`config.mk`:
```
export PLATFORM = sky130hd
export DESIGN_NAME = timer_responder
export DESIGN_NICKNAME = d
export VERILOG_FILES = /design/src/rtl/timer_responder.sv
export SDC_FILE = /design/constraint.sdc
export NUM_CORES = 1
export LEC_CHECK = 0
export CELL_PAD_IN_SITES_DETAIL_PLACEMENT = 0
export CELL_PAD_IN_SITES_GLOBAL_PLACEMENT = 1
export CORE_MARGIN = 2
export CORE_UTILIZATION = 30
export DETAILED_ROUTE_END_ITERATION = 8
export GPL_ROUTABILITY_DRIVEN = 0
export HOLD_SLACK_MARGIN = 0.08
export PLACE_DENSITY_LB_ADDON = 0.1
export SYNTH_ARGS = -nofsm -noshare
export SYNTH_HDL_FRONTEND = slang
export SYNTH_SLANG_ARGS = --single-unit
```
`constraint.sdc`:
```
create_clock -name clk -period 2.6 [get_ports clk]
set_input_delay 0.39 -clock clk [delete_from_list [all_inputs] [get_ports clk]]
set_output_delay 0.39 -clock clk [all_outputs]
set_load 0.005 [all_outputs]
```
`src/rtl/timer_responder.sv`:
```
// timer_responder
//
// Memory-mapped countdown timer on the slave side of the CPU data bus.
// Decodes a 16-byte window at BASE_ADDR, serves word-granular loads and
// byte-enabled stores, and runs a countdown FSM whose registered irq
// output drives one bit of the CPU hwInt vector. Reads are combinational
// (zero wait states).
//
// Build option: define TIMER_PRESCALE_EN to turn offset 0xC into the
// PSC[15:0] prescale register. Each countdown step then happens only once
// every PSC+1 cycles. Without the macro, 0xC reads 0 and the prescaler is
// not built.
//
// Ports:
//   clk     in   1   system clock, rising edge
//   reset   in   1   asynchronous, active-low reset
//   addr    in  32   data-bus byte address
//   wdata   in  32   store data, already byte-lane aligned
//   byteen  in   4   store byte enables, 4'b0000 = no write
//   rdata   out 32   load data, combinational, 0 when not hit
//   hit     out  1   addr[31:4] matches BASE_ADDR[31:4]
//   irq     out  1   registered interrupt request (pending & IM)
//
// Register map (offset addr[3:2]):
//   0x0 CTRL    [0] EN, [2:1] MODE, [3] IM; upper bits read 0
//   0x4 PRESET  reload value
//   0x8 COUNT   current count, read-only
//   0xC PSC     prescale (TIMER_PRESCALE_EN only), else reads 0
//
// FSM states:
//   state  | meaning
//   IDLE   | stopped, waiting for EN
//   LOAD   | copy PRESET into COUNT (and reload the prescaler)
//   CNT    | step COUNT down; at zero raise pending
//   INT    | expiry: one-shot clears EN, auto-reload restarts

module timer_responder #(
    parameter logic [31:0] BASE_ADDR = 32'h0000_7F00
) (
    input  logic        clk,
    input  logic        reset,
    input  logic [31:0] addr,
    input  logic [31:0] wdata,
    input  logic [3:0]  byteen,
    output logic [31:0] rdata,
    output logic        hit,
    output logic        irq
);

    localparam logic [1:0] S_IDLE = 2'd0;
    localparam logic [1:0] S_LOAD = 2'd1;
    localparam logic [1:0] S_CNT  = 2'd2;
    localparam logic [1:0] S_INT  = 2'd3;

    localparam logic [1:0] OFF_CTRL   = 2'd0;
    localparam logic [1:0] OFF_PRESET = 2'd1;
    localparam logic [1:0] OFF_COUNT  = 2'd2;
    localparam logic [1:0] OFF_PSC    = 2'd3;

    localparam logic [1:0] MODE_AUTO  = 2'b01;

    logic [3:0]  r_ctrl;
    logic [31:0] r_preset;
    logic [31:0] r_count;
    logic [1:0]  r_state;
    logic        r_pending;
    logic        r_irq;

    logic        w_hit;
    logic        w_we;
    logic        w_we_ctrl;
    logic        w_we_preset;
    logic        w_we_psc;
    logic        w_en_eff;
    logic        w_step;
    logic [31:0] w_psc_rd;

    logic [1:0]  w_state_nxt;
    logic [31:0] w_count_nxt;
    logic        w_set_pending;
    logic        w_clr_pending_fsm;
    logic        w_clr_en;
    logic        w_psc_reload;

    logic        w_unused;

    function automatic logic [31:0] f_merge(input logic [31:0] old_v,
                                            input logic [31:0] new_v,
                                            input logic [3:0]  be);
        logic [31:0] res;
        for (int i = 0; i < 4; i++) begin
            res[8*i +: 8] = be[i] ? new_v[8*i +: 8] : old_v[8*i +: 8];
        end
        return res;
    endfunction

    // ------------------------------------------------------------------
    // Address decode
    // ------------------------------------------------------------------
    assign w_hit       = (addr[31:4] == BASE_ADDR[31:4]);
    assign w_we        = w_hit & (|byteen);
    assign w_we_ctrl   = w_we && (addr[3:2] == OFF_CTRL);
    assign w_we_preset = w_we && (addr[3:2] == OFF_PRESET);
    assign w_we_psc    = w_we && (addr[3:2] == OFF_PSC);

    // EN as it will be after this edge. LOAD and CNT use it so that a
    // store clearing EN stops the FSM on that same edge and COUNT holds
    // the value the CPU last saw. IDLE uses the registered EN so start-up
    // latency stays one edge after the EN store.
    assign w_en_eff = (w_we_ctrl && byteen[0]) ? wdata[0] : r_ctrl[0];

    // ------------------------------------------------------------------
    // Optional prescaler
    // ------------------------------------------------------------------
`ifdef TIMER_PRESCALE_EN
    logic [15:0] r_psc;
    logic [15:0] r_psc_cnt;
    logic [31:0] w_psc_merged;

    assign w_psc_merged = f_merge({16'd0, r_psc}, wdata, byteen);

    always_ff @(posedge clk or negedge reset) begin
        if (!reset) begin
            r_psc <= 16'd0;
        end else if (w_we_psc) begin
            r_psc <= w_psc_merged[15:0];
        end
    end

    // Counts down between steps; a step fires when it reaches zero, and
    // it then reloads so steps are PSC+1 cycles apart.
    always_ff @(posedge clk or negedge reset) begin
        if (!reset) begin
            r_psc_cnt <= 16'd0;
        end else if (w_psc_reload) begin
            r_psc_cnt <= r_psc;
        end else if ((r_state == S_CNT) && w_en_eff) begin
            if (r_psc_cnt == 16'd0) begin
                r_psc_cnt <= r_psc;
            end else begin
                r_psc_cnt <= r_psc_cnt - 16'd1;
            end
        end
    end

    assign w_step   = (r_psc_cnt == 16'd0);
    assign w_psc_rd = {16'd0, r_psc};
    assign w_unused = ^{addr[1:0], w_psc_merged[31:16]};
`else
    assign w_step   = 1'b1;
    assign w_psc_rd = 32'd0;
    assign w_unused = ^{addr[1:0], w_psc_reload, w_we_psc};
`endif

    // ------------------------------------------------------------------
    // FSM next-state logic
    // ------------------------------------------------------------------
    always_comb begin
        w_state_nxt       = r_state;
        w_count_nxt       = r_count;
        w_set_pending     = 1'b0;
        w_clr_pending_fsm = 1'b0;
        w_clr_en          = 1'b0;
        w_psc_reload      = 1'b0;
        case (r_state)
            S_IDLE: begin
                if (r_ctrl[0]) begin
                    w_state_nxt = S_LOAD;
                end
            end
            S_LOAD: begin
                if (!w_en_eff) begin
                    w_state_nxt = S_IDLE;
                end else begin
                    w_count_nxt  = r_preset;
                    w_psc_reload = 1'b1;
                    w_state_nxt  = S_CNT;
                end
            end
            S_CNT: begin
                if (!w_en_eff) begin
                    w_state_nxt = S_IDLE;
                end else if (w_step) begin
                    if (r_count == 32'd0) begin
                        w_set_pending = 1'b1;
                        w_state_nxt   = S_INT;
                    end else begin
                        w_count_nxt = r_count - 32'd1;
                    end
                end
            end
            S_INT: begin
                if (r_ctrl[2:1] == MODE_AUTO) begin
                    // Clearing pending here limits irq to a one-cycle pulse.
                    w_clr_pending_fsm = 1'b1;
                    w_state_nxt       = S_LOAD;
                end else begin
                    w_clr_en    = 1'b1;
                    w_state_nxt = S_IDLE;
                end
            end
            default: begin
                w_state_nxt = S_IDLE;
            end
        endcase
    end

    // ------------------------------------------------------------------
    // Registers
    // ------------------------------------------------------------------
    always_ff @(posedge clk or negedge reset) begin
        if (!reset) begin
            r_state <= S_IDLE;
            r_count <= 32'd0;
        end else begin
            r_state <= w_state_nxt;
            r_count <= w_count_nxt;
        end
    end

    // A CPU store to CTRL overrides the one-shot EN clear on the same edge.
    always_ff @(posedge clk or negedge reset) begin
        if (!reset) begin
            r_ctrl <= 4'd0;
        end else if (w_we_ctrl) begin
            if (byteen[0]) begin
                r_ctrl <= wdata[3:0];
            end
        end else if (w_clr_en) begin
            r_ctrl[0] <= 1'b0;
        end
    end

    always_ff @(posedge clk or negedge reset) begin
        if (!reset) begin
            r_preset <= 32'd0;
        end else if (w_we_preset) begin
            r_preset <= f_merge(r_preset, wdata, byteen);
        end
    end

    // Any CTRL/PRESET store acknowledges the interrupt, and takes priority
    // over an expiry landing on the same edge.
    always_ff @(posedge clk or negedge reset) begin
        if (!reset) begin
            r_pending <= 1'b0;
        end else if (w_we_ctrl || w_we_preset) begin
            r_pending <= 1'b0;
        end else if (w_set_pending) begin
            r_pending <= 1'b1;
        end else if (w_clr_pending_fsm) begin
            r_pending <= 1'b0;
        end
    end

    always_ff @(posedge clk or negedge reset) begin
        if (!reset) begin
            r_irq <= 1'b0;
        end else begin
            r_irq <= r_pending & r_ctrl[3];
        end
    end

    // ------------------------------------------------------------------
    // Read mux
    // ------------------------------------------------------------------
    always_comb begin
        rdata = 32'd0;
        if (w_hit) begin
            case (addr[3:2])
                OFF_CTRL:   rdata = {28'd0, r_ctrl};
                OFF_PRESET: rdata = r_preset;
                OFF_COUNT:  rdata = r_count;
                OFF_PSC:    rdata = w_psc_rd;
                default:    rdata = 32'd0;
            endcase
        end
    end

    assign hit = w_hit;
    assign irq = r_irq;

endmodule

```
==> results of run 1 <==
-- final cells by class --
type | instances | share of cell area (%)
multi-input combinational | 361 | 40.5
tap | 184 | 3.48
sequential | 72 | 27.2
timing repair buffer | 167 | 23.4
inverter | 15 | 0.851
clock inverter | 3 | 0.605
clock buffer | 13 | 3.93
-- worst max-delay path: stages --
cell and delay (ps):
sky130_fd_sc_hd__clkdlybuf4s50_1 410, sky130_fd_sc_hd__or4_4 490, sky130_fd_sc_hd__or3_4 370, sky130_fd_sc_hd__buf_12 160
sky130_fd_sc_hd__buf_12 140, sky130_fd_sc_hd__nor2_4 90, sky130_fd_sc_hd__buf_2 110
-- cell families (layout without fill, tap and decap cells) --
group	count (synthesis)	after routing
fa+ha+maj	2	2
simple gates	167	167
buf+inv	60	198
compound gates	148	148
flops	72	72
mux	44	44
-- repair_timing --
action	4_1_cts	5_1_grt
hold buffers	0	0
setup endpoints to repair	33	65
cloned	2	0
pin swaps	33	9
resized for setup	191	28
buffers inserted	7	0
-- report_power, final --
part | total, mW | internal, mW | switching [mW] | leakage [nW]
sequential | 1.12 | 1.12 | 0.0000000218 | 0.944
combinational | 0.182 | 0.107 | 0.0756 | 1.77
clock | 1.28 | 0.793 | 0.486 | 0.150
total | 2.58 | 2.02 | 0.562 | 2.86
-- routing by layer --
layer	part of all wire, %	GRT usage, %	vias up
li1	-	-	2142
met1	46	26.0	2214
met2	49	32.5	99
met3	3.9	3.75	14
met4	1.4	5.24	0
met5	0	0	-
-- per-stage QoR --
stage / instance area [um^2] / TNS [ps] / util, %
after detailed placement: 6070 / -31660 / 41.6
after floorplan: 4510 / 0 / -
after CTS: 6520 / 0 / 44.7
after global placement: 6070 / -30540 / 41.6
final: 6620 / 0 / 45.4
after global routing: 6620 / 0 / 45.4
-- state kept, by name, summed over array words and instances (netlist names) --
name / count
r_ctrl: 4
r_pending: 1
r_state: 2
irq: 1
r_count: 32
r_preset: 32
-- path summary, 6_finish.rpt --
check / slack (ps) / from / to / depth (start not counted)
worst min register to register: 530 / r_preset[9] / r_preset[9] / 1
worst max-delay path: 40 / addr[19] / rdata[13] / 7
worst max register to register: 150 / r_count[0] / r_count[16] / 8
max in group asynchronous: 2160 / reset / r_preset[21] / 2
min in group clk: 530 / r_preset[9] / r_preset[9] / 1
worst min-delay path: 50 / reset / r_preset[27] / 2
-- placed cells by master (no fill, tap or decap), types with 7 or more instances in the layout --
cell,netlist,routed
sky130_fd_sc_hd__nand3_1,10,10
sky130_fd_sc_hd__a221oi_1,7,7
sky130_fd_sc_hd__a22oi_1,30,30
sky130_fd_sc_hd__nor3_1,12,12
sky130_fd_sc_hd__dfrtp_1,72,72
sky130_fd_sc_hd__a2bb2oi_1,7,7
sky130_fd_sc_hd__o22a_1,13,13
sky130_fd_sc_hd__dlygate4sd2_1,0,10
sky130_fd_sc_hd__clkbuf_16,0,9
sky130_fd_sc_hd__dlymetal6s2s_1,0,14
sky130_fd_sc_hd__nand2_1,18,18
sky130_fd_sc_hd__nor2_4,0,22
sky130_fd_sc_hd__buf_2,6,32
sky130_fd_sc_hd__a31oi_1,13,13
sky130_fd_sc_hd__nor2_1,70,42
sky130_fd_sc_hd__inv_1,14,14
sky130_fd_sc_hd__buf_12,0,10
sky130_fd_sc_hd__o22ai_1,13,13
sky130_fd_sc_hd__a21oi_1,23,23
sky130_fd_sc_hd__clkdlybuf4s50_1,0,44
sky130_fd_sc_hd__or4_1,8,7
sky130_fd_sc_hd__buf_4,1,51
sky130_fd_sc_hd__a211oi_1,19,19
sky130_fd_sc_hd__nand4_1,7,7
sky130_fd_sc_hd__nor4_1,11,10
sky130_fd_sc_hd__mux2_2,35,35
==> insert_results.sql, run 1 <==
INSERT INTO impl_metrics (metric_group, metric, value, unit) VALUES
('critical_path', 'setup.worst_path.class', 'input pin to output pin', ''),
('critical_path', 'kind_of_launch_point_of_the_worst_setup_path', 'input pin', ''),
('cells_and_area', 'multi_input_area', '2680', 'um^2'),
('logic_synthesis', 'synth_cells', '493', ''),
('logic_synthesis', 'synth_area_per_cell', '9.15', 'um^2'),
('detailed_routing', 'firstDrtPassIters', '5', ''),
('detailed_routing', 'route.vias.total', '4469', ''),
('clock_tree', 'cts_max_level', '3', ''),
('detailed_routing', 'finalWirelength', '15100', 'um'),
('global_routing', 'vias_in_the_first_global_route', '4717', ''),
('cells_and_area', 'fillerInstances', '1424', ''),
('logic_synthesis', 'synth-main-ff-cell', 'sky130_fd_sc_hd__dfrtp_1', ''),
('global_routing', 'groute.usage.overall', '19.5', '%'),
('floorplan', 'io_pins', '104', ''),
('clock_tree', 'cts.sink_count', '72', ''),
('global_routing', 'final_global_route_overflow_total', '0', ''),
('timing', 'max_slew_margin', '56.4', '%'),
('power_and_ir_drop', 'cellPowerDensity', '390', 'nW/um^2'),
('placement', 'port_buf_inserts', '101', ''),
('timing', 'worst_slew_pin_slew', '645', 'ps'),
('logic_synthesis', 'synth_top_family_by_area', 'compound AO/OA/AOI/OAI gates', ''),
('global_routing', 'grt_antenna_before_repair', '0', ''),
('logic_synthesis', 'synth.top_cells.by_area', 'sky130_fd_sc_hd__dfrtp_1 (40%), sky130_fd_sc_hd__mux2_2 (8.7%), sky130_fd_sc_hd__nor2_1 (5.8%), sky130_fd_sc_hd__a22oi_1 (5.0%), sky130_fd_sc_hd__a211oi_1 (3.2%)', ''),
('clock_tree', 'root_buffer', 'sky130_fd_sc_hd__clkbuf_16', ''),
('logic_synthesis', 'syn_nets', '565', ''),
('timing', 'timing_hold_violations_final', '0', ''),
('logic_synthesis', 'synth_fa_ha_area_share', '0.555', '%'),
('floorplan', 'floorplan.initialDensity', '30.9', '%'),
('floorplan', 'rows', '44', ''),
('timing', 'maximum_operating_frequency', '391', 'MHz'),
('floorplan', 'floorplan.die_area', '16000', 'um^2'),
('critical_path', 'path_max_fanout', '6', ''),
('logic_synthesis', 'synth_simple_gate_area_share', '19.0', '%'),
('detailed_routing', 'avgRoutedWirePerCell', '18.5', 'um'),
('timing', 'timing.clock.skew', '8.50', 'ps'),
('timing', 'fin_worst_hold_slack', '53.3', 'ps'),
('logic_synthesis', 'synth.top_cells.by_count', 'sky130_fd_sc_hd__dfrtp_1 (72), sky130_fd_sc_hd__nor2_1 (70), sky130_fd_sc_hd__mux2_2 (35)', ''),
('floorplan', 'die-width', '127', 'um'),
('power_and_ir_drop', 'leakagePower', '2.86', 'nW'),
('power_and_ir_drop', 'vdd.ir_drop.worst', '0.000293', 'V'),
('logic_synthesis', 'yosys.area.top_type_share', '40.0', '%'),
('critical_path', 'worstPathRequired', '2210', 'ps'),
('cells_and_area', 'areaGrowthSynthToFinish', '46.7', '%'),
('timing', 'final_min_period_over_clock_period', '98.3', '%'),
('cells_and_area', 'post_route_cells_drive_above_1_share', '30.1', '%'),
('global_routing', 'grt_start_max_net_pins', '73', ''),
('clock_tree', 'inserted_clock_buffers', '9', ''),
('logic_synthesis', 'synth-warning-count', '0', ''),
('logic_synthesis', 'xor_and_xnor_area_share_after_synthesis', '0', '%'),
('logic_synthesis', 'most_frequently_used_cell_type_in_the_post_synthesis_netlist', 'sky130_fd_sc_hd__dfrtp_1', ''),
('floorplan', 'fp.coreArea', '14600', 'um^2'),
('floorplan', 'fp.dieH', '127', 'um'),
('clock_tree', 'clock_tree_from_tritoncts', 'built', ''),
('critical_path', 'worstPathArrival', '2170', 'ps'),
('global_routing', 'first_pass_grt_wire_length', '25000', 'um'),
('status', 'outcome', 'complete, no violations', ''),
('timing', 'timing.final.ws_setup', '43.7', 'ps'),
('cells_and_area', 'final_net_count', '698', ''),
('logic_synthesis', 'synthArstFlopShare', '100', '%'),
('cells_and_area', 'finalNonFillerCells', '815', ''),
('clock_tree', 'clkSlewWorstSetupHoldPaths', '60', 'ps'),
('cells_and_area', 'diodes', '0', ''),
('placement', 'placement.setup.worst_slack', '-471', 'ps'),
('clock_tree', 'clock_path_buffers', '2', ''),
('logic_synthesis', 'synth_seq_cells', '72', ''),
('critical_path', 'end_kind', 'output pin', ''),
('logic_synthesis', 'synth_enable_flop_cells', '0', ''),
('placement', 'hpwl', '10800', 'um'),
('timing', 'grt_setup_unrepaired', 'no', ''),
('detailed_routing', 'via_per_inst', '5.48', ''),
('timing', 'final_period_minus_worst_setup_slack', '2560', 'ps');
Power figures use the tool's default switching activity.
==> run 2, diff against run 1 <==
--- a/config.mk
+++ b/config.mk
@@ -7,7 +7,6 @@
 export LEC_CHECK = 0
 export CELL_PAD_IN_SITES_DETAIL_PLACEMENT = 0
 export CELL_PAD_IN_SITES_GLOBAL_PLACEMENT = 1
-export CORE_MARGIN = 2
 export CORE_UTILIZATION = 30
 export DETAILED_ROUTE_END_ITERATION = 8
 export GPL_ROUTABILITY_DRIVEN = 0
==> constraint.sdc (replaced) <==
create_clock -name clk -period 3 [get_ports clk]
set_input_delay 0.45 -clock clk [delete_from_list [all_inputs] [get_ports clk]]
set_output_delay 0.45 -clock clk [all_outputs]
set_load 0.005 [all_outputs]
==> run 2 against run 1 <==
Compared with the run above:
- clock skew increased by 2.3 ps
- critical path depth increased by 1
- critical endpoint is now rdata[31]
- clock power decreased by 24%
- critical path type unchanged
- die area decreased by 3.1%
- via count decreased by 1.6%
==> insert_results.sql, run 2 (same netlist as run 1, synthesis figures left out) <==
INSERT INTO impl_metrics (metric_group, metric, value, unit) VALUES
('timing', 'timing.setup.tns', '0', 'ps'),
('global_routing', 'final_global_route_overflow_total', '0', ''),
('critical_path', 'reg2reg_setup_slack', '430', 'ps'),
('critical_path', 'critical_path.startpoint', 'addr[13]', ''),
('detailed_routing', 'detail_route.iter0.violations', '257', ''),
('placement', 'hpwl', '10500', 'um'),
('status', 'outcome', 'complete, no violations', ''),
('floorplan', 'die-width', '125', 'um'),
('detailed_routing', 'firstDrtPassIters', '4', ''),
('timing', 'worst_slew_pin_slew', '531', 'ps'),
('floorplan', 'rows', '44', ''),
('power_and_ir_drop', 'pwr-share-comb', '7.3', '%'),
('timing', 'final_period_minus_worst_setup_slack', '2940', 'ps'),
('critical_path', 'r2r.worst_path.cells', '7', ''),
('cells_and_area', 'final_net_count', '678', ''),
('cells_and_area', 'mostFrequentLayoutCells', 'sky130_fd_sc_hd__dfrtp_1 (72), sky130_fd_sc_hd__clkdlybuf4s50_1 (67), sky130_fd_sc_hd__nor2_1 (64)', ''),
('clock_tree', 'hold_buffers', '0', ''),
('power_and_ir_drop', 'power_share_of_the_sequential_group', '46.2', '%'),
('floorplan', 'floorplan.die_area', '15500', 'um^2'),
('power_and_ir_drop', 'cellPowerDensity', '334', 'nW/um^2'),
('timing', 'final_min_period_over_clock_period', '98.0', '%'),
('detailed_routing', 'route.vias.total', '4397', ''),
('power_and_ir_drop', 'share_clk_of_total_power', '46.5', '%'),
('global_routing', 'grt_start_max_net_pins', '39', ''),
('clock_tree', 'cts.sink_count', '72', ''),
('clock_tree', 'clock_tree_from_tritoncts', 'built', ''),
('critical_path', 'worstPathRequired', '2550', 'ps'),
('critical_path', 'r2r-start', 'r_count[0]', ''),
('timing', 'grt_setup_unrepaired', 'no', ''),
('clock_tree', 'root_buffer', 'sky130_fd_sc_hd__clkbuf_16', ''),
('detailed_routing', 'finalWirelength', '14900', 'um'),
('placement', 'placement.cell_area', '5910', 'um^2'),
('cells_and_area', 'fillerInstances', '1470', ''),
('critical_path', 'worstPathArrival', '2490', 'ps'),
('timing', 'max_slew_margin', '64.2', '%'),
('critical_path', 'regToRegEndpoint', 'r_count[24]', ''),
('cells_and_area', 'diodes', '0', ''),
('cells_and_area', 'finish.instance_area', '6290', 'um^2'),
('global_routing', 'vias_in_the_first_global_route', '4554', ''),
('min_path', 'min-delay-path-class', 'input pin to async pin', ''),
('power_and_ir_drop', 'post-layout-total-power', '2.10', 'mW'),
('clock_tree', 'clock_path_buffers', '2', ''),
('detailed_routing', 'avgRoutedWirePerCell', '18.8', 'um'),
('critical_path', 'setup.worst_path.class', 'input pin to output pin', ''),
('timing', 'timing_hold_violations_final', '0', ''),
('placement', 'port_buf_inserts', '101', ''),
('timing', 'timing.clock.skew', '10.8', 'ps'),
('floorplan', 'io_pins', '104', ''),
('global_routing', 'grt_antenna_before_repair', '0', ''),
('power_and_ir_drop', 'p_sw_share', '22.1', '%'),
('critical_path', 'endpoint', 'rdata[31]', ''),
('timing', 'final-setup-viol-count', '0', ''),
('cells_and_area', 'biggestRegsByFlops', 'r_count x32, r_preset x32, r_ctrl x4', ''),
('detailed_routing', 'final_antenna_net_count', '0', ''),
('critical_path', 'kind_of_launch_point_of_the_worst_setup_path', 'input pin', ''),
('detailed_routing', 'via_per_inst', '5.54', ''),
('power_and_ir_drop', 'netSwitchingPower', '0.465', 'mW'),
('floorplan', 'fp.coreArea', '14600', 'um^2'),
('critical_path', 'end_kind', 'output pin', ''),
('floorplan', 'fp.dieH', '125', 'um'),
('clock_tree', 'clk_latency', '350', 'ps'),
('global_routing', 'first_pass_grt_wire_length', '24300', 'um'),
('clock_tree', 'clkSlewWorstSetupHoldPaths', '60', 'ps'),
('cells_and_area', 'areaGrowthSynthToFinish', '39.4', '%'),
('timing', 'timing.final.ws_setup', '61.4', 'ps'),
('timing', 'timing_max_transition_violations_final', '0', ''),
('power_and_ir_drop', 'vdd.ir_drop.worst', '0.000283', 'V'),
('floorplan', 'floorplan.initialDensity', '30.9', '%'),
('cells_and_area', 'final_common_cell', 'sky130_fd_sc_hd__dfrtp_1', ''),
('cells_and_area', 'post_route_cells_drive_above_1_share', '19.5', '%'),
('critical_path', 'path_max_fanout', '5', ''),
('placement', 'placement.setup.worst_slack', '-204', 'ps'),
('global_routing', 'groute.usage.overall', '19.8', '%'),
('power_and_ir_drop', 'cell_internal_pwr', '1.64', 'mW'),
('clock_tree', 'cts_max_level', '3', ''),
('power_and_ir_drop', 'leakagePower', '2.75', 'nW'),
('cells_and_area', 'postLayoutCoreUtil', '43.1', '%'),
('detailed_routing', 'post-route-drc-count', '0', ''),
('timing', 'maximum_operating_frequency', '340', 'MHz'),
('clock_tree', 'inserted_clock_buffers', '9', ''),
('flow_run', 'cap_viol_max_count', '0', '');
==> run 2: changes by cell type in the layout (fill, tap and decap cells not counted), sizes merged <==
| cell | delta |
|---|---|
| clkbuf | +6 |
| dlymetal6s2s | -4 |
| clkdlybuf4s15 | +3 |
| clkinv | -1 |
| dlygate4sd2 | +4 |
| clkdlybuf4s50 | +23 |
| bufinv | -1 |
| buf | -52 |
==> run 2: critical path, cell delays in order <==
cell	delay (ps)
sky130_fd_sc_hd__clkdlybuf4s50_1	460
sky130_fd_sc_hd__nand4_1	90
sky130_fd_sc_hd__or4_4	430
sky130_fd_sc_hd__or3_4	380
sky130_fd_sc_hd__buf_4	170
sky130_fd_sc_hd__clkbuf_16	150
sky130_fd_sc_hd__nor2_2	110
sky130_fd_sc_hd__dlygate4sd2_1	240
==> run 2: layer usage <==
metal  track usage (%)  vias to the layer above  part of all wire (%)
met2              32.6                      104                    48
li1                  -                     2102                     -
met3              3.74                       12                   3.5
met1              25.9                     2179                    47
met4              7.02                        0                   1.4
met5                 0                        -                     0
==> run 2: through the flow <==
stage,hold WS [ps],std cells
after floorplan,154,493
after global placement,455,771
after detailed placement,463,771
after CTS,92.2,787
after global routing,124,793
final,81.7,793
==> run 2: power groups by stage <==
| stage | clock network (mW) | logic [mW] | registers [mW] |
|---|---|---|---|
| floorplan | 0 | 0.0252 | 0.989 |
| global placement | 0 | 0.153 | 0.989 |
| detailed placement | 0 | 0.155 | 0.989 |
| CTS | 1.01 | 0.155 | 0.971 |
| global route | 1.04 | 0.167 | 0.971 |
| finish | 0.977 | 0.153 | 0.972 |
==> run 2: how the worst min path moves through the flow <==
| stage | from | to | slack (ps) | depth (start not counted) |
|---|---|---|---|---|
| 6_report | reset | r_count[18] | 80 | 1 |
| 2_1_floorplan | reset | irq | 150 | 0 |
| 5_1_grt | reset | r_count[18] | 120 | 1 |
| 3_5_place_dp | reset | r_preset[24] | 460 | 1 |
| 4_1_cts | reset | r_count[18] | 90 | 1 |
| 3_3_place_gp | reset | r_preset[24] | 450 | 1 |
==> run 2: layout make-up <==
cell class | count | area, um^2 | area share [%]
repair buffers | 147 | 1440 | 22.9
multi-input cells | 361 | 2500 | 39.8
clock inverters | 1 | 5.00 | 0.0796
flip-flops and latches | 72 | 1800 | 28.7
clock buffers | 13 | 250 | 3.98
well taps | 184 | 230 | 3.66
inverters | 15 | 56.3 | 0.896
==> run 2: repair_timing <==
action / in CTS / in global routing
gates resized for setup: 37 / 26
endpoints found under the setup margin: 33 / 19
gates cloned: 0 / 1
hold endpoints to repair: 0 / 0
buffers inserted: 2 / 5
pin swaps: 0 / 1
==> run 3, diff against run 2 <==
--- a/config.mk
+++ b/config.mk
@@ -5,8 +5,9 @@
 export SDC_FILE = /design/constraint.sdc
 export NUM_CORES = 1
 export LEC_CHECK = 0
+export CAP_MARGIN = 20
 export CELL_PAD_IN_SITES_DETAIL_PLACEMENT = 0
-export CELL_PAD_IN_SITES_GLOBAL_PLACEMENT = 1
+export CELL_PAD_IN_SITES_GLOBAL_PLACEMENT = 2
 export CORE_UTILIZATION = 30
 export DETAILED_ROUTE_END_ITERATION = 8
 export GPL_ROUTABILITY_DRIVEN = 0
==> run 3 against run 2 <==
Compared with the run above:
- the run now ends with negative setup slack left
- wire length increased by 1.8%
- via count fell by 0.27%
- count of clock-buffer cells in the layout grew 1
==> insert_results.sql, run 3 (same netlist as run 1, synthesis figures left out) <==
INSERT INTO impl_metrics (metric_group, metric, value, unit) VALUES
('floorplan', 'die-width', '125', 'um'),
('clock_tree', 'inserted_clock_buffers', '9', ''),
('timing', 'timing_hold_violations_final', '0', ''),
('cells_and_area', 'final_net_count', '673', ''),
('floorplan', 'io_pins', '104', ''),
('global_routing', 'first_pass_grt_wire_length', '24200', 'um'),
('floorplan', 'floorplan.initialDensity', '30.9', '%'),
('power_and_ir_drop', 'cellPowerDensity', '348', 'nW/um^2'),
('global_routing', 'final_global_route_overflow_total', '0', ''),
('timing', 'final_period_minus_worst_setup_slack', '3010', 'ps'),
('detailed_routing', 'via_per_inst', '5.56', ''),
('cells_and_area', 'post_route_cells_drive_above_1_share', '19.5', '%'),
('critical_path', 'worstPathArrival', '2560', 'ps'),
('placement', 'placement.cell_area', '5880', 'um^2'),
('global_routing', 'groute.usage.overall', '19.5', '%'),
('clock_tree', 'cts_max_level', '3', ''),
('power_and_ir_drop', 'post-layout-total-power', '2.14', 'mW'),
('detailed_routing', 'route.vias.total', '4385', ''),
('placement', 'port_buf_inserts', '101', ''),
('critical_path', 'setup.worst_path.class', 'input pin to output pin', ''),
('status', 'violations', 'negative setup slack', ''),
('power_and_ir_drop', 'vdd.ir_drop.worst', '0.000223', 'V'),
('placement', 'placement.setup.worst_slack', '-169', 'ps'),
('floorplan', 'fp.dieH', '125', 'um'),
('placement', 'hpwl', '10500', 'um'),
('cells_and_area', 'final_common_cell', 'sky130_fd_sc_hd__dfrtp_1', ''),
('cells_and_area', 'areaGrowthSynthToFinish', '36.6', '%'),
('clock_tree', 'clk_latency', '340', 'ps'),
('cells_and_area', 'postLayoutCoreUtil', '42.2', '%'),
('global_routing', 'vias_in_the_first_global_route', '4460', ''),
('timing', 'fin_worst_hold_slack', '159', 'ps'),
('detailed_routing', 'detail_route.iter0.violations', '239', ''),
('flow_run', 'cap_viol_max_count', '0', ''),
('timing', 'max_slew_margin', '57.6', '%'),
('timing', 'timing.clock.skew', '5.74', 'ps'),
('cells_and_area', 'mostFrequentLayoutCells', 'sky130_fd_sc_hd__dfrtp_1 (72), sky130_fd_sc_hd__nor2_1 (67), sky130_fd_sc_hd__clkdlybuf4s50_1 (67)', ''),
('detailed_routing', 'final_antenna_net_count', '0', ''),
('critical_path', 'cp_slowest_cell', 'sky130_fd_sc_hd__or4_4', ''),
('detailed_routing', 'firstDrtPassIters', '4', ''),
('cells_and_area', 'register_area', '1800', 'um^2'),
('critical_path', 'end_kind', 'output pin', ''),
('timing', 'grt_setup_unrepaired', 'yes', ''),
('floorplan', 'rows', '44', ''),
('detailed_routing', 'post-route-drc-count', '0', ''),
('cells_and_area', 'fillerInstances', '1442', ''),
('timing', 'timing_max_transition_violations_final', '0', ''),
('critical_path', 'cp_cell_sequence', 'clkdlybuf4s50_1 > nand4_1 > or4_4 > or3_4 > buf_4 > clkbuf_16 > nor2_1 > dlygate4sd2_1', ''),
('timing', 'timing.final.ws_setup', '-7.14', 'ps'),
('critical_path', 'timing.critical_path.slowest_cell_delay', '490', 'ps'),
('power_and_ir_drop', 'leakagePower', '2.64', 'nW'),
('cells_and_area', 'multi_input_area', '2500', 'um^2'),
('cells_and_area', 'finalNonFillerCells', '788', ''),
('placement', 'dpl.cell_count', '771', ''),
('critical_path', 'path_max_fanout', '18', ''),
('critical_path', 'timing.critical_path.max_delay_family', 'buffers and inverters', ''),
('global_routing', 'grt_antenna_before_repair', '0', ''),
('cells_and_area', 'finish.instance_area', '6160', 'um^2'),
('cells_and_area', 'diodes', '0', ''),
('clock_tree', 'cts.sink_count', '72', ''),
('clock_tree', 'clkSlewWorstSetupHoldPaths', '60', 'ps'),
('clock_tree', 'clock_path_buffers', '2', ''),
('timing', 'final_min_period_over_clock_period', '100', '%'),
('floorplan', 'floorplan.die_area', '15500', 'um^2'),
('status', 'outcome', 'complete, but fails checks', ''),
('timing', 'final-setup-viol-count', '3', ''),
('clock_tree', 'root_buffer', 'sky130_fd_sc_hd__clkbuf_16', ''),
('floorplan', 'fp.coreArea', '14600', 'um^2'),
('timing', 'worst_slew_pin_slew', '635', 'ps'),
('timing', 'timing.setup.tns', '-14.3', 'ps'),
('timing', 'maximum_operating_frequency', '333', 'MHz'),
('critical_path', 'kind_of_launch_point_of_the_worst_setup_path', 'input pin', ''),
('critical_path', 'worstPathRequired', '2550', 'ps'),
('cells_and_area', 'biggestRegsByFlops', 'r_count x32, r_preset x32, r_ctrl x4', ''),
('clock_tree', 'clock_tree_from_tritoncts', 'built', ''),
('min_path', 'min-delay-path-class', 'input pin to async pin', ''),
('detailed_routing', 'avgRoutedWirePerCell', '19.3', 'um'),
('critical_path', 'critPathBufInv', '4', ''),
('global_routing', 'grt_start_max_net_pins', '40', ''),
('detailed_routing', 'finalWirelength', '15200', 'um');
run 3: cell types whose count changed in the layout (fill, tap and decap cells not counted), sizes merged:
cell / delta
clkinv: -1
dlymetal6s2s: -4
clkdlybuf4s15: -1
clkbuf: +8
buf: -5
dlygate4sd2: -2
run 3: timing repair:
action                     4_1_cts  5_1_grt
hold buffers                     0        0
resized for setup               29       38
cloned                           0        1
setup endpoints to repair       33        6
setup buffers                    0        2
run 3: worst reg2reg max path: cells and delay by family, from the launching register on:
kind / cells / cell delay [ps]
flip-flops: 1 / 410
AND/OR/NAND/NOR: 2 / 810
adder cells (fa/ha/maj): 1 / 260
buffers and inverters: 2 / 320
AO/OA/AOI/OAI: 3 / 560
run 3: final timing paths:
check,startpoint,endpoint,slack [ps],cells after the start
min in group clk,r_pending,irq,510,1
worst max register to register,r_count[0],r_count[24],580,8
worst min-delay path,reset,r_preset[0],160,2
worst max-delay path,addr[10],rdata[9],-7,8
worst min register to register,r_pending,irq,510,1
max in group asynchronous,reset,r_preset[15],2420,2
run 3: layout make-up:
type,count,share of cell area [%]
Inverter,15,0.914
Timing Repair Buffer,142,21.1
Tap cell,184,3.74
Clock buffer,14,4.45
Multi-Input combinational cell,361,40.5
Sequential cell,72,29.3
run 3: power by group:
group	switching (mW)	leakage (nW)	internal, mW
Sequential	0.0000000178	0.944	0.972
Clock	0.402	0.135	0.619
Combinational	0.0598	1.56	0.0900
Total	0.461	2.64	1.68
run 3: per-layer routing:
metal | GRT usage, % | routed length (um)
met1 | 25.9 | 7130
met2 | 32.0 | 7030
met3 | 4.17 | 832
met4 | 4.89 | 184
met5 | 0 | 0
